**src/rtl/pipe_hazard_ctrl.sv**
```systemverilog
// pipe_hazard_ctrl: load-use / branch-flush / multi-cycle hazard controller for a 5-stage MIPS pipeline
// Optional feature macro: HAZ_PERF_CNT_EN adds the stall_cnt / flush_cnt performance counters.
// Ports:
//   clk, rst                    clock (rising edge), asynchronous active-high reset
//   id_rs, id_rt                source register fields of the instruction in ID
//   id_uses_rs, id_uses_rt      ID instruction actually reads rs / rt
//   id_mc_op                    ID instruction is a multi-cycle op (mult/div)
//   ex_mem_read, ex_rt          EX-stage load indication and its destination register
//   ex_br_taken                 branch in EX resolved taken
//   mc_done                     multi-cycle unit completion pulse
//   pc_write, ifid_write        PC / IF-ID register enables
//   ifid_flush                  IF-ID register cleared to NOP
//   idex_write, idex_bubble     ID-EX enable / zeroed control fields
//   mc_start                    registered start pulse to the multi-cycle unit
//   mc_err                      sticky multi-cycle timeout flag
//   stall_cnt, flush_cnt        saturating performance counters (HAZ_PERF_CNT_EN)
module pipe_hazard_ctrl #(
    parameter int MC_TIMEOUT = 64,
    parameter int CNT_W      = 16
) (
    input  logic             clk,
    input  logic             rst,
    input  logic [4:0]       id_rs,
    input  logic [4:0]       id_rt,
    input  logic             id_uses_rs,
    input  logic             id_uses_rt,
    input  logic             id_mc_op,
    input  logic             ex_mem_read,
    input  logic [4:0]       ex_rt,
    input  logic             ex_br_taken,
    input  logic             mc_done,
    output logic             pc_write,
    output logic             ifid_write,
    output logic             ifid_flush,
    output logic             idex_write,
    output logic             idex_bubble,
    output logic             mc_start,
    output logic             mc_err
`ifdef HAZ_PERF_CNT_EN
    ,
    output logic [CNT_W-1:0] stall_cnt,
    output logic [CNT_W-1:0] flush_cnt
`endif
);
    localparam int WW = $clog2(MC_TIMEOUT + 1);

    typedef enum logic {RUN, MC_BUSY} state_t;

    state_t        state, state_nxt;
    logic [WW-1:0] wait_cnt;
    logic          load_use;
    logic          timeout;

    assign load_use = ex_mem_read && (ex_rt != 5'd0) &&
                      ((id_uses_rs && id_rs == ex_rt) || (id_uses_rt && id_rt == ex_rt));

    // Fires in the last allowed waiting cycle; the counter then lands on MC_TIMEOUT.
    assign timeout = (state == MC_BUSY) && !mc_done && (wait_cnt == WW'(MC_TIMEOUT - 1));

    always_comb begin
        state_nxt   = state;
        pc_write    = 1'b1;
        ifid_write  = 1'b1;
        ifid_flush  = 1'b0;
        idex_write  = 1'b1;
        idex_bubble = 1'b0;
        if (state == RUN) begin
            if (ex_br_taken) begin
                ifid_flush  = 1'b1;
                idex_bubble = 1'b1;
            end else if (load_use) begin
                pc_write    = 1'b0;
                ifid_write  = 1'b0;
                idex_bubble = 1'b1;
            end else if (id_mc_op) begin
                state_nxt = MC_BUSY;
            end
        end else if (mc_done || timeout) begin
            // Pipeline is released this cycle, so the ID instruction still needs load-use protection.
            state_nxt = RUN;
            if (load_use) begin
                pc_write    = 1'b0;
                ifid_write  = 1'b0;
                idex_bubble = 1'b1;
            end
        end else begin
            pc_write   = 1'b0;
            ifid_write = 1'b0;
            idex_write = 1'b0;
        end
    end

    always_ff @(posedge clk or posedge rst) begin
        if (rst) begin
            state    <= RUN;
            mc_start <= 1'b0;
            mc_err   <= 1'b0;
            wait_cnt <= '0;
        end else begin
            state    <= state_nxt;
            mc_start <= (state == RUN) && (state_nxt == MC_BUSY);
            wait_cnt <= (state == RUN) ? '0 : wait_cnt + 1'b1;
            if (timeout)
                mc_err <= 1'b1;
        end
    end

`ifdef HAZ_PERF_CNT_EN
    always_ff @(posedge clk or posedge rst) begin
        if (rst) begin
            stall_cnt <= '0;
            flush_cnt <= '0;
        end else begin
            if (state == RUN && load_use && !ex_br_taken && !(&stall_cnt))
                stall_cnt <= stall_cnt + 1'b1;
            if (ifid_flush && !(&flush_cnt))
                flush_cnt <= flush_cnt + 1'b1;
        end
    end
`endif
endmodule

```
**config.mk**
```make
export PLATFORM = sky130hd
export DESIGN_NAME = pipe_hazard_ctrl
export DESIGN_NICKNAME = d
export VERILOG_FILES = /design/src/rtl/pipe_hazard_ctrl.sv
export SDC_FILE = /design/constraint.sdc
export NUM_CORES = 1
export LEC_CHECK = 0
export ABC_AREA = 1
export BUFFER_PORTS_ARGS = -buffer_cell sky130_fd_sc_hd__buf_4
export CORE_MARGIN = 5
export CORE_UTILIZATION = 30
export CTS_BUF_LIST = sky130_fd_sc_hd__clkbuf_4
export CTS_CLUSTER_DIAMETER = 120
export DETAILED_ROUTE_END_ITERATION = 10
export PLACE_DENSITY = 0.59
export SETUP_SLACK_MARGIN = 0.2
export SYNTH_ARGS = -nofsm -noshare
export SYNTH_HDL_FRONTEND = slang
export SYNTH_SLANG_ARGS = --single-unit
export TNS_END_PERCENT = 10
```
**constraint.sdc**
```tcl
create_clock -name clk -period 2.1 [get_ports clk]
set_input_delay 0.105 -clock clk [delete_from_list [all_inputs] [get_ports clk]]
set_output_delay 0.105 -clock clk [all_outputs]
set_load 0.005 [all_outputs]
```
# Word level (Yosys, flattened, before mapping)
# Cells that the tools add are included.
word_totals:
  reg_bits: 10
  latch_bits: 0
  ram_bits: 0
  rom_bits: 0
  input_bits: 23
  output_inout_bits: 7
  word_cells: 38
  n_memories: 0
op_classes:
  add_sub_neg: 1
  mul: 0
  div: 0
  order_cmp: 0
  eq_ne: 3
  shift: 0
  muxes: 18
  bitwise: 1
  reduce_logical: 11
op_table:
  columns: ["op", "count"]
  rows:
  - ["$mux W1", 17]
  - ["$eq A5 B5 Y1", 2]
  - ["$add A7 B1 Y7 const B", 1]
  - ["$eq A7 B6 Y1 const B", 1]
  - ["$logic_and A1 B1 Y1", 7]
  - ["$mux W7", 1]
  - ["$reduce_bool A5 Y1", 1]
  - ["$logic_or A1 B1 Y1", 2]
  - ["$logic_not A1 Y1", 1]
  - ["$not A1 Y1", 1]

# Depth between registers and ports, before layout
# Gate-level depths: netlist (run 1).
logic_depth:
  ltp_word: 8
  mapped_depth: 10
  mapped_depth_nobuf: 9

# Worst setup path after synthesis (run 1)
# No wires, ideal clock.
synth_path:
  path_type: "reg-to-output"
  start: "register wait_cnt[0]"
  end: "output pc_write"
  arrival_ps: 1156
  required_ps: 1995
  setup_slack_ps: 839
  path_stages_with_launch: 9
  path_buffers: 1
  path_cell_list: "dfrtp_1 ha_1 nand2_1 clkinv_2 nand4_4 o21ai_2 nand2_1 nand2_1 buf_4"
synth_via:
  elab_chain_cells: 5
synth_lines:
  columns: ["item", "line", "rtl"]
  rows:
  - ["start, declared", "50", "logic [WW-1:0] wait_cnt;"]
  - ["start signal, assigned", "102", "wait_cnt <= (state == RUN) ? '0 : wait_cnt + 1'b1;"]
  - ["$eq A7 B6 Y1", "58", "assign timeout = (state == MC_BUSY) && !mc_done && (wait_cnt == WW'(MC_TIMEOUT - 1));"]
  - ["$logic_and A1 B1 Y1", "58", null]
  - ["$logic_or A1 B1 Y1", "78", "end else if (mc_done || timeout) begin"]
  - ["$mux W1 (2 in a row)", null, null]
  - ["end, declared", "32", "output logic pc_write,"]
# No other way between the ends.

# Final worst setup path (run 1)
layout_path:
  start: "register wait_cnt[0]"
  end: "output ifid_write"
layout_via:
  elab_chain_cells: 5
layout_lines:
  columns: ["item", "line", "rtl"]
  rows:
  - ["$eq A7 B6 Y1", "58", null]
  - ["$logic_and A1 B1 Y1", "58", null]
  - ["$logic_or A1 B1 Y1", "78", null]
  - ["$mux W1", "78", null]
  - ["$mux W1", "67", "if (state == RUN) begin"]
  - ["end, declared", "33", "output logic ifid_write,"]
# No other way between the ends.

==> load_flow_metrics.sql, run 1 <==
INSERT INTO impl_metrics (metric_group, metric, value, unit) VALUES
('cts', 'cts-htree-levels', '1', ''),
('setup_path', 'critical_path_required', '2000', 'ps'),
('setup_path', 'worst-setup-path-type', 'register to primary output', ''),
('logic_synthesis', 'post_synth_instance_area', '689', 'um2'),
('sta', 'timing.final.crit_share', '0.765', ''),
('detailed_routing', 'antenna_left', '0', ''),
('floorplanning', 'io_pins', '30', ''),
('power', 'share_comb_of_total_power', '0.251', ''),
('placement', 'detailed_place_hpwl', '1.32', 'mm'),
('sta', 'setup_total_negative_slack', '0', 'ps'),
('power', 'p_sw_frac', '0.270', ''),
('global_route', 'grt_antenna_before_repair', '0', ''),
('cts', 'clockRootBuffer', 'sky130_fd_sc_hd__clkbuf_4', ''),
('cts', 'cts_tree', 'built', ''),
('layout', 'nNetsFinal', '164', ''),
('floorplanning', 'fp.dieW', '57.9', 'um'),
('floorplanning', 'die_y', '57.9', 'um'),
('detailed_routing', 'detailedRoute.firstPassIterationCount', '4', ''),
('sta', 'timing_hold_violations_final', '0', ''),
('cts', 'cts_buffers', '3', ''),
('detailed_routing', 'route.detailed.vias_per_inst', '4.30', ''),
('floorplanning', 'initial_utilization', '0.312', ''),
('logic_synthesis', 'yosysWarningCount', '0', ''),
('logic_synthesis', 'synth_seq_cells', '10', ''),
('logic_synthesis', 'sequential_cell_area_fraction_in_the_yosys_report', '0.363', ''),
('global_route', 'grt_overflow_total', '0', ''),
('cts', 'cts_num_sinks', '10', ''),
('logic_synthesis', 'syn_avg_cell_area', '6.50', 'um2'),
('global_route', 'track_usage', '0.109', ''),
('detailed_routing', 'wl_per_cell', '9.26', 'um'),
('sta', 'rsz0062_at_grt', 'no', ''),
('floorplanning', 'core', '2210', 'um2'),
('sta', 'final_max_slew_viol_count', '0', ''),
('sta', 'finalCriticalPeriod', '1610', 'ps'),
('cts', 'clkSlewWorstSetupHoldPaths', '60', 'ps'),
('layout', 'most-common-layout-cells', '36 x sky130_fd_sc_hd__nand2_1, 29 x sky130_fd_sc_hd__buf_4, 18 x sky130_fd_sc_hd__inv_1', ''),
('power', 'pwr-share-clk', '0.283', ''),
('sta', 'setup_viol', '0', ''),
('setup_path', 'timing.critical_path.from_type', 'register', ''),
('cts', 'cts.repair.resized', '0', ''),
('placement', 'port_buffers', '29', ''),
('logic_synthesis', 'synth_cells', '106', ''),
('layout', 'post_route_cells_drive_above_1_share', '0.297', ''),
('sta', 'fmax', '623', 'MHz'),
('logic_synthesis', 'total_nets_after_synthesis', '130', ''),
('global_route', 'grt_first_pass_wirelength', '2.87', 'mm'),
('power', 'worst_ir_drop_vdd', '0.266', 'mV'),
('logic_synthesis', 'largest_area_contributor_in_the_netlist', 'sky130_fd_sc_hd__dfrtp_1', ''),
('layout', 'area_growth', '40.3', '%'),
('power', 'seqPwrFrac', '0.466', ''),
('outcome', 'status', 'complete, no violations', ''),
('flow_run', 'max_cap_viols', '0', ''),
('setup_path', 'worst-r2r-cell-count', '6', ''),
('hold_path', 'hold_path_class', 'input port to register', ''),
('power', 'power-per-cell-area', '461', 'nW/um2'),
('floorplanning', 'core_rows', '17', ''),
('power', 'power.net_switching', '120', 'uW'),
('setup_path', 'cp_data_arrival_time', '1500', 'ps'),
('detailed_routing', 'drt_drc', '0', ''),
('power', 'leakagePower', '0.000616', 'uW'),
('detailed_routing', 'drt_first_iter_violations', '16', ''),
('power', 'p_int', '325', 'uW'),
('setup_path', 'critical_path_peak_fanout', '4', ''),
('logic_synthesis', 'top_cells_by_area_synth', 'sky130_fd_sc_hd__dfrtp_1 36%, sky130_fd_sc_hd__nand2_1 20%, sky130_fd_sc_hd__inv_1 9.8%', ''),
('logic_synthesis', 'yosysTopAreaCellShare', '0.363', ''),
('sta', 'worstMarginPinSlew', '378', 'ps'),
('hold_path', 'holdPathStages', '4', ''),
('detailed_routing', 'totalWireLength', '1.54', 'mm'),
('setup_path', 'setup.worst_path.end_class', 'primary output', ''),
('sta', 'final_critical_path_setup_slack', '494', 'ps'),
('placement', 'post_placement_worst_setup_slack', '778', 'ps');
==> critical path, cell delays in order (launching register included) <==
cell	delay, ps
sky130_fd_sc_hd__dfrtp_1	370
sky130_fd_sc_hd__ha_1	170
sky130_fd_sc_hd__nand2_1	70
sky130_fd_sc_hd__clkinv_2	70
sky130_fd_sc_hd__nand4_4	80
sky130_fd_sc_hd__o21ai_2	200
sky130_fd_sc_hd__nand2_1	80
sky130_fd_sc_hd__nand2_1	80
sky130_fd_sc_hd__buf_4	110
==> state kept, by name, indices dropped and copies added, names as in the netlist <==
name      count
wait_cnt      7
mc_err        1
state         1
mc_start      1
==> worst paths after layout <==
kind	startpoint	slack, ps	endpoint
worst min-delay path	ex_br_taken	110	mc_start$_DFF_PP0_
max in group asynchronous	rst	1460	mc_err$_DFFE_PP0P_
worst max-delay path	wait_cnt[0]$_DFF_PP0_	490	ifid_write
worst max register to register	wait_cnt[0]$_DFF_PP0_	920	wait_cnt[6]$_DFF_PP0_
worst min register to register	mc_err$_DFFE_PP0P_	460	mc_err$_DFFE_PP0P_
min in group asynchronous	rst	370	mc_start$_DFF_PP0_
==> logic make-up (layout without fill, tap and decap cells) <==
family	count (synthesis)	count (layout)	share of synthesized area
and+or+nand+nor	63	63	0.401
buffers and inverters	23	55	0.132
DFF	10	10	0.363
AOI/OAI and AO/OA	7	7	0.0599
xor gates and xnor gates	2	2	0.0254
adders and majority gates	1	1	0.0181
==> synth_stat cells (all sizes together) <==
master / number
and3: 1
buf: 1
nor3: 1
nand4: 2
nor3b: 1
xor2: 2
inv: 21
a21oi: 2
a21o: 1
dfrtp: 10
nand3: 4
ha: 1
clkinv: 1
nand2: 39
o21ai: 4
nor2: 15
==> area by class of cell <==
cell class	count	area [um2]
Sequential cell	10	250
Timing Repair Buffer	30	228
Fill cell	239	1240
Inverter	22	83.8
Clock buffer	3	22.5
Multi-Input combinational cell	73	348
Tap cell	28	35.0
==> power groups by stage <==
| stage | Combinational (uW) | Clock [uW] | Sequential [uW] |
|---|---|---|---|
| 3_5_place_dp | 112 | 0 | 211 |
| 6_report | 112 | 126 | 208 |
| 4_1_cts | 114 | 132 | 208 |
| 5_1_grt | 130 | 149 | 209 |
| 2_1_floorplan | 53.3 | 0 | 209 |
| 3_3_place_gp | 110 | 0 | 211 |
==> layer usage <==
layer  GRT usage  wire [um]  up-vias
met5           0          0        -
met4      0.0298          8        0
met3      0.0490        122        2
met2       0.168        737       24
met1       0.138        668      304
li1            -          -      384
==> metrics by stage <==
stage          instance area, um2   util  hold WS [ps]  total power, uW  instances
3_5_place_dp                  935  0.423           116              323        162
3_3_place_gp                  935  0.423           104              321        162
5_1_grt                       967  0.437           105              488        166
4_1_cts                       967  0.437           115              453        166
6_report                      967  0.437           114              445        166
2_1_floorplan                 689      -         -54.8              263        106
Power figures use the tool's default switching activity.
==> run 2: changes to the inputs <==
--- a/config.mk
+++ b/config.mk
@@ -5,14 +5,14 @@
 export SDC_FILE = /design/constraint.sdc
 export NUM_CORES = 1
 export LEC_CHECK = 0
-export ABC_AREA = 1
+export ABC_AREA = 0
 export BUFFER_PORTS_ARGS = -buffer_cell sky130_fd_sc_hd__buf_4
 export CORE_MARGIN = 5
 export CORE_UTILIZATION = 30
 export CTS_BUF_LIST = sky130_fd_sc_hd__clkbuf_4
 export CTS_CLUSTER_DIAMETER = 120
 export DETAILED_ROUTE_END_ITERATION = 10
-export PLACE_DENSITY = 0.59
+export PLACE_DENSITY = 0.63
 export SETUP_SLACK_MARGIN = 0.2
 export SYNTH_ARGS = -nofsm -noshare
 export SYNTH_HDL_FRONTEND = slang
==> constraint.sdc (replaced) <==
create_clock -name clk -period 1.4 [get_ports clk]
set_input_delay 0.07 -clock clk [delete_from_list [all_inputs] [get_ports clk]]
set_output_delay 0.07 -clock clk [all_outputs]
set_load 0.005 [all_outputs]
==> run 2 against run 1 <==
Effect of this change: the flow now finishes with violations (negative setup slack); setup slack worse by 720 ps; utilization up 7.3 points; sequential share of layout area decreased by 0.33 points; combinational power is 83% higher; global-route usage hardly changed; largest power group unchanged.
==> load_flow_metrics.sql, run 2 <==
INSERT INTO impl_metrics (metric_group, metric, value, unit) VALUES
('sta', 'timing_hold_violations_final', '0', ''),
('logic_synthesis', 'top_cells_by_area_synth', 'sky130_fd_sc_hd__dfrtp_1 42%, sky130_fd_sc_hd__xnor2_1 18%, sky130_fd_sc_hd__and2_1 4.2%', ''),
('setup_path', 'worstReg2RegStart', 'wait_cnt[0]$_DFF_PP0_', ''),
('setup_path', 'worst-r2r-cell-count', '6', ''),
('logic_synthesis', 'total_nets_after_synthesis', '86', ''),
('layout', 'post_route_cells_drive_above_1_share', '0.461', ''),
('setup_path', 'critical_path_required', '1330', 'ps'),
('detailed_routing', 'wl_per_cell', '11.4', 'um'),
('floorplanning', 'core_rows', '16', ''),
('floorplanning', 'fp.dieW', '54.6', 'um'),
('hold_path', 'holdPathStages', '3', ''),
('sta', 'final.hold.worst_slack', '37.2', 'ps'),
('layout', 'nNetsFinal', '127', ''),
('global_route', 'first_global_vias', '587', ''),
('layout', 'area_growth', '64.2', '%'),
('cts', 'cts_tree', 'built', ''),
('logic_synthesis', 'synth_seq_cells', '10', ''),
('detailed_routing', 'dr_total_vias', '580', ''),
('logic_synthesis', 'number_of_enable_type_register_cells_in_the_synthesized_netlist', '0', ''),
('placement', 'port_buffers', '29', ''),
('sta', 'setup_total_negative_slack', '-717', 'ps'),
('sta', 'final_critical_path_setup_slack', '-225', 'ps'),
('global_route', 'globalRouteMet2Util', '0.161', ''),
('setup_path', 'critPathLaunch', 'wait_cnt[0]$_DFF_PP0_', ''),
('power', 'leakagePower', '0.000472', 'uW'),
('setup_path', 'setup.worst_path.end_class', 'primary output', ''),
('detailed_routing', 'route.detailed.vias_per_inst', '4.50', ''),
('sta', 'rsz0062_at_grt', 'yes', ''),
('global_route', 'gr-max-usage-layer', 'met2', ''),
('logic_synthesis', 'postSynth.asyncResetShare', '1.00', ''),
('outcome', 'status', 'finished with violations', ''),
('flow_run', 'max_cap_viols', '0', ''),
('sta', 'setup_viol', '4', ''),
('global_route', 'grtUsageMet3', '0.0436', ''),
('cts', 'clkSlewWorstSetupHoldPaths', '70', 'ps'),
('layout', 'layout_commonest_cell', 'sky130_fd_sc_hd__buf_4', ''),
('cts', 'cts_num_sinks', '10', ''),
('hold_path', 'timing.hold.worst.start', 'id_mc_op', ''),
('logic_synthesis', 'yosys.cell_types.count', '25', ''),
('floorplanning', 'die_area', '2980', 'um2'),
('logic_synthesis', 'largest_area_contributor_in_the_netlist', 'sky130_fd_sc_hd__dfrtp_1', ''),
('floorplanning', 'initial_utilization', '0.311', ''),
('layout', 'finish.instance_area', '980', 'um2'),
('logic_synthesis', 'synth_cells', '62', ''),
('sta', 'final_max_slew_viol_count', '0', ''),
('hold_path', 'hold_path_class', 'input port to register', ''),
('setup_path', 'rrSetupSlack', '40', 'ps'),
('setup_path', 'cp_data_arrival_time', '1560', 'ps'),
('global_route', 'grt_antenna_before_repair', '0', ''),
('cts', 'cts_buffers', '3', ''),
('global_route', 'grt_max_degree', '11', ''),
('layout', 'final_core_utilization', '0.510', ''),
('setup_path', 'worst-setup-path-type', 'register to primary output', ''),
('logic_synthesis', 'synth_top_flop_cell', 'sky130_fd_sc_hd__dfrtp_1', ''),
('sta', 'worst_clock_skew', '11.4', 'ps'),
('sta', 'worstMarginPinSlew', '399', 'ps'),
('floorplanning', 'io_pins', '30', ''),
('floorplanning', 'die_y', '54.6', 'um'),
('sta', 'relative_slew_slack', '0.734', ''),
('sta', 'timing.final.crit_share', '1.16', ''),
('cts', 'clock_latency', '270', 'ps'),
('logic_synthesis', 'post_synth_instance_area', '597', 'um2'),
('global_route', 'grt_first_pass_wirelength', '2.29', 'mm'),
('power', 'power-per-cell-area', '737', 'nW/um2'),
('global_route', 'grt_overflow_total', '0', ''),
('placement', 'placed_cell_area', '853', 'um2'),
('global_route', 'track_usage', '0.109', ''),
('floorplanning', 'core', '1920', 'um2'),
('logic_synthesis', 'synth.cells.most_frequent', '12 x sky130_fd_sc_hd__xnor2_1, 10 x sky130_fd_sc_hd__dfrtp_1, 5 x sky130_fd_sc_hd__nand2_1', ''),
('sta', 'finalCriticalPeriod', '1630', 'ps'),
('logic_synthesis', 'yosysTopAreaCellShare', '0.419', ''),
('placement', 'gp_congestion', '0.728', ''),
('logic_synthesis', 'synthMostInstantiatedCell', 'sky130_fd_sc_hd__xnor2_1', ''),
('cts', 'cts-htree-levels', '1', ''),
('detailed_routing', 'antenna_left', '0', ''),
('detailed_routing', 'detailedRoute.firstPassIterationCount', '4', ''),
('global_route', 'grt.met1_usage', '0.126', ''),
('detailed_routing', 'totalWireLength', '1.48', 'mm'),
('detailed_routing', 'drt_first_iter_violations', '8', ''),
('logic_synthesis', 'sequential_cell_area_fraction_in_the_yosys_report', '0.419', ''),
('sta', 'fmax', '615', 'MHz'),
('setup_path', 'timing.critical_path.from_type', 'register', ''),
('setup_path', 'critical_path_peak_fanout', '3', ''),
('logic_synthesis', 'syn_avg_cell_area', '9.63', 'um2'),
('cts', 'clockRootBuffer', 'sky130_fd_sc_hd__clkbuf_4', ''),
('cts', 'cts-root-to-sink-buffers', '2', ''),
('power', 'worst_ir_drop_vdd', '0.345', 'mV'),
('layout', 'most-common-layout-cells', '34 x sky130_fd_sc_hd__buf_4, 12 x sky130_fd_sc_hd__xnor2_1, 10 x sky130_fd_sc_hd__dfrtp_1', ''),
('logic_synthesis', 'yosysWarningCount', '0', ''),
('layout', 'antenna_diode_count', '0', ''),
('outcome', 'failed_checks', 'negative setup slack', ''),
('placement', 'detailed_place_hpwl', '1.11', 'mm'),
('layout', 'largest_reg_flops', '7', ''),
('detailed_routing', 'drt_drc', '0', ''),
('layout', 'largest_register', 'wait_cnt', '');
[run 2: cell types whose count changed in the layout (fill, tap and decap cells not counted), sizes merged, moves of 2 or more]
cell	change
nor2b	+2
o21a	+3
and2	+4
inv	-18
a31oi	+2
o21ai	-3
xnor2	+12
buf	+7
nand2	-34
nor2	-14
[run 2: power by group]
group	internal, uW	switching, uW
logic	127	77.9
clock network	103	101
registers	301	11.3
[run 2: path summary, 6_finish.rpt]
kind / end
worst max-delay path: ifid_write
worst min-delay path: mc_start$_DFF_PP0_
worst max register to register: state$_DFF_PP0_
worst min register to register: mc_err$_DFFE_PP0P_
max in group asynchronous: wait_cnt[5]$_DFF_PP0_
min in group asynchronous: mc_start$_DFF_PP0_
[run 2: what timing repair did]
item / CTS / global route
hold buffers: 1 / 0
pin swaps: 1 / 5
hold endpoints to repair: 10 / 0
gates resized for setup: 5 / 6
endpoints found under the setup margin: 6 / 7
buffers inserted: 2 / 4
[run 2: metrics by stage]
step                      std cells  worst slack, ps  total power (uW)
after floorplan                  62              113               392
after global placement          118             41.7               485
after detailed placement        118             26.5               487
after CTS                       125             -167               714
after global routing            129             -295               770
final                           129             -225               722
[run 2: kinds of logic (layout without fill, tap and decap cells)]
kind of cell / Yosys count / after routing / share of synthesized area
adders and majority gates: 1 / 1 / 0.0210
AOI/OAI and AO/OA: 13 / 13 / 0.149
xor gates and xnor gates: 13 / 13 / 0.191
buffers and inverters: 4 / 44 / 0.0314
and+or+nand+nor: 21 / 21 / 0.189
DFF: 10 / 10 / 0.419
[run 2: layout make-up]
type	count	area (um2)
inverters	3	11.3
flip-flops and latches	10	250
fillers	201	942
multi-input cells	48	370
clock buffers	3	22.5
clock inverters	1	3.75
well taps	27	33.8
repair buffers	37	288
[run 2: routing by layer]
layer / wire (um) / up-vias
li1: - / 294
met1: 589 / 259
met2: 706 / 25
met3: 165 / 2
met4: 15 / 0
met5: 0 / -
[run 2: worst max-delay path: stages (launching register included)]
cell and delay, ps:
sky130_fd_sc_hd__dfrtp_1 400, sky130_fd_sc_hd__ha_4 170, sky130_fd_sc_hd__nand2_4 50, sky130_fd_sc_hd__o31a_1 340
sky130_fd_sc_hd__a31oi_2 200, sky130_fd_sc_hd__buf_4 140
==> run 3: changes to the inputs <==
--- a/config.mk
+++ b/config.mk
@@ -8,11 +8,11 @@
 export ABC_AREA = 0
 export BUFFER_PORTS_ARGS = -buffer_cell sky130_fd_sc_hd__buf_4
 export CORE_MARGIN = 5
-export CORE_UTILIZATION = 30
+export CORE_UTILIZATION = 40
 export CTS_BUF_LIST = sky130_fd_sc_hd__clkbuf_4
 export CTS_CLUSTER_DIAMETER = 120
 export DETAILED_ROUTE_END_ITERATION = 10
-export PLACE_DENSITY = 0.63
+export PLACE_DENSITY = 0.78
 export SETUP_SLACK_MARGIN = 0.2
 export SYNTH_ARGS = -nofsm -noshare
 export SYNTH_HDL_FRONTEND = slang
==> run 3 against run 2 <==
Effect of this change: the run still ends with negative setup slack left; first-iteration DRC count decreased by 63%; register-to-register slack improved by 130 ps; setup slack improved by 49 ps; power decreased by 5.5%; sequential share of layout area increased by 2.2 points; global-route usage increased by 1.2 points; final cell count decreased by 14%; fmax increased by 3.1%; cell area decreased by 7.5%.
==> load_flow_metrics.sql, run 3 (same netlist as run 2, synthesis figures left out) <==
INSERT INTO impl_metrics (metric_group, metric, value, unit) VALUES
('outcome', 'status', 'finished with violations', ''),
('outcome', 'failed_checks', 'negative setup slack', ''),
('sta', 'timing.final.crit_share', '1.13', ''),
('floorplanning', 'die_y', '48.6', 'um'),
('detailed_routing', 'detailedRoute.firstPassIterationCount', '5', ''),
('power', 'p_int', '513', 'uW'),
('sta', 'setup_viol', '4', ''),
('power', 'leakagePower', '0.000436', 'uW'),
('setup_path', 'critical_path_required', '1330', 'ps'),
('placement', 'placed_cell_area', '840', 'um2'),
('power', 'share_comb_of_total_power', '0.272', ''),
('floorplanning', 'die_area', '2360', 'um2'),
('detailed_routing', 'wl_per_cell', '12.3', 'um'),
('layout', 'finish.instance_area', '906', 'um2'),
('layout', 'most-common-layout-cells', '29 x sky130_fd_sc_hd__buf_4, 12 x sky130_fd_sc_hd__xnor2_1, 9 x sky130_fd_sc_hd__dfrtp_1', ''),
('setup_path', 'timing.critical_path.from_type', 'register', ''),
('power', 'power.net_switching', '169', 'uW'),
('cts', 'clock_latency', '260', 'ps'),
('sta', 'setup_total_negative_slack', '-540', 'ps'),
('detailed_routing', 'drt_first_iter_violations', '3', ''),
('floorplanning', 'io_pins', '30', ''),
('placement', 'gp_congestion', '0.775', ''),
('power', 'p_sw_frac', '0.247', ''),
('cts', 'clkSlewWorstSetupHoldPaths', '60', 'ps'),
('global_route', 'grt_antenna_before_repair', '0', ''),
('detailed_routing', 'dr_total_vias', '560', ''),
('cts', 'cts-htree-levels', '1', ''),
('layout', 'layout_commonest_cell', 'sky130_fd_sc_hd__buf_4', ''),
('hold_path', 'holdPathStages', '3', ''),
('setup_path', 'setup.worst_path.end_class', 'primary output', ''),
('global_route', 'grt_max_degree', '11', ''),
('placement', 'detailed_place_hpwl', '1.15', 'mm'),
('flow_run', 'max_cap_viols', '0', ''),
('sta', 'worst_clock_skew', '3.56', 'ps'),
('cts', 'cts_tree', 'built', ''),
('sta', 'rsz0062_at_grt', 'yes', ''),
('cts', 'cts_num_sinks', '10', ''),
('sta', 'relative_slew_slack', '0.743', ''),
('sta', 'worstMarginPinSlew', '385', 'ps'),
('layout', 'largest_register', 'wait_cnt', ''),
('detailed_routing', 'route.detailed.vias_per_inst', '5.05', ''),
('cts', 'cts-root-to-sink-buffers', '2', ''),
('global_route', 'track_usage', '0.121', ''),
('global_route', 'grt_overflow_total', '0', ''),
('detailed_routing', 'antenna_left', '0', ''),
('layout', 'area_growth', '51.8', '%'),
('placement', 'port_buffers', '29', ''),
('hold_path', 'hold_path_class', 'input port to register', ''),
('sta', 'finalCriticalPeriod', '1580', 'ps'),
('global_route', 'first_global_vias', '606', ''),
('power', 'worst_ir_drop_vdd', '0.395', 'mV'),
('floorplanning', 'core_rows', '14', ''),
('cts', 'cts_buffers', '3', ''),
('floorplanning', 'initial_utilization', '0.410', ''),
('power', 'totalPowerFinal', '682', 'uW'),
('detailed_routing', 'drt_drc', '0', ''),
('setup_path', 'cp_data_arrival_time', '1510', 'ps'),
('floorplanning', 'core', '1450', 'um2'),
('layout', 'nNetsFinal', '121', ''),
('cts', 'clockRootBuffer', 'sky130_fd_sc_hd__clkbuf_4', ''),
('setup_path', 'worst-r2r-cell-count', '5', ''),
('power', 'seqPwrFrac', '0.459', ''),
('sta', 'final.hold.worst_slack', '49.0', 'ps'),
('layout', 'final_core_utilization', '0.623', ''),
('sta', 'final_max_slew_viol_count', '0', ''),
('layout', 'post_route_cells_drive_above_1_share', '0.411', ''),
('detailed_routing', 'totalWireLength', '1.36', 'mm'),
('setup_path', 'critical_path_peak_fanout', '3', ''),
('setup_path', 'worst-setup-path-type', 'register to primary output', ''),
('sta', 'fmax', '634', 'MHz'),
('global_route', 'grt_first_pass_wirelength', '2.32', 'mm'),
('layout', 'antenna_diode_count', '0', ''),
('power', 'pwr-share-clk', '0.269', ''),
('cts', 'post-cts-setup-buffers', '0', ''),
('layout', 'largest_reg_flops', '7', ''),
('sta', 'final_critical_path_setup_slack', '-176', 'ps'),
('sta', 'timing_hold_violations_final', '0', ''),
('power', 'power-per-cell-area', '753', 'nW/um2'),
('floorplanning', 'fp.dieW', '48.6', 'um');
[run 3: changes by cell type in the layout (fill, tap and decap cells not counted), sizes merged]
cell    delta
buf        -6
clkinv     -1
[run 3: cell type report]
cell class	instances	area, um2
sequential	10	251
fill	124	548
tap	16	20.0
multi-input combinational	48	362
timing repair buffer	31	239
inverter	3	11.3
clock buffer	3	22.5
[run 3: power groups by stage]
| stage | logic (uW) | registers [uW] | clock network (uW) |
|---|---|---|---|
| after floorplan | 75.2 | 317 | 0 |
| after global placement | 170 | 314 | 0 |
| after detailed placement | 172 | 315 | 0 |
| after CTS | 180 | 312 | 192 |
| after global routing | 204 | 315 | 204 |
| final | 185 | 313 | 184 |
[run 3: what timing repair did]
action,CTS,global route
hold buffers,1,0
endpoints found under the setup margin,7,7
gates resized for setup,4,3
hold endpoints to repair,10,0
[run 3: worst max-delay path: stages, from the launching register on]
cell and delay, ps:
sky130_fd_sc_hd__dfrtp_1 410, sky130_fd_sc_hd__ha_4 190, sky130_fd_sc_hd__nand2_4 60, sky130_fd_sc_hd__o31a_1 190, sky130_fd_sc_hd__inv_1 90, sky130_fd_sc_hd__a31o_1 180, sky130_fd_sc_hd__buf_4 130
[run 3: stage by stage]
step | cells | setup slack (ps)
floorplan | 62 | 113
global placement | 107 | 46.0
detailed placement | 107 | 14.5
CTS | 111 | -193
global route | 111 | -268
finish | 111 | -176
[run 3: per-layer routing]
layer	wire, um	global-route usage	share of wire
met5	0	0	0
met4	32	0.0807	0.023
met3	157	0.0399	0.12
met2	628	0.202	0.46
met1	544	0.128	0.40
[run 3: final timing paths]
| kind | from | to | slack, ps |
|---|---|---|---|
| setup / recovery | wait_cnt[0]$_DFF_PP0_ | idex_bubble | -180 |
| hold / removal | id_mc_op | mc_start$_DFF_PP0_ | 50 |
| setup reg to reg | wait_cnt[0]$_DFF_PP0_ | state$_DFF_PP0_ | 170 |
| hold reg to reg | mc_err$_DFFE_PP0P_ | mc_err$_DFFE_PP0P_ | 450 |
| max in group asynchronous | rst | wait_cnt[2]$_DFF_PP0_ | 750 |
| min in group asynchronous | rst | mc_start$_DFF_PP0_ | 360 |
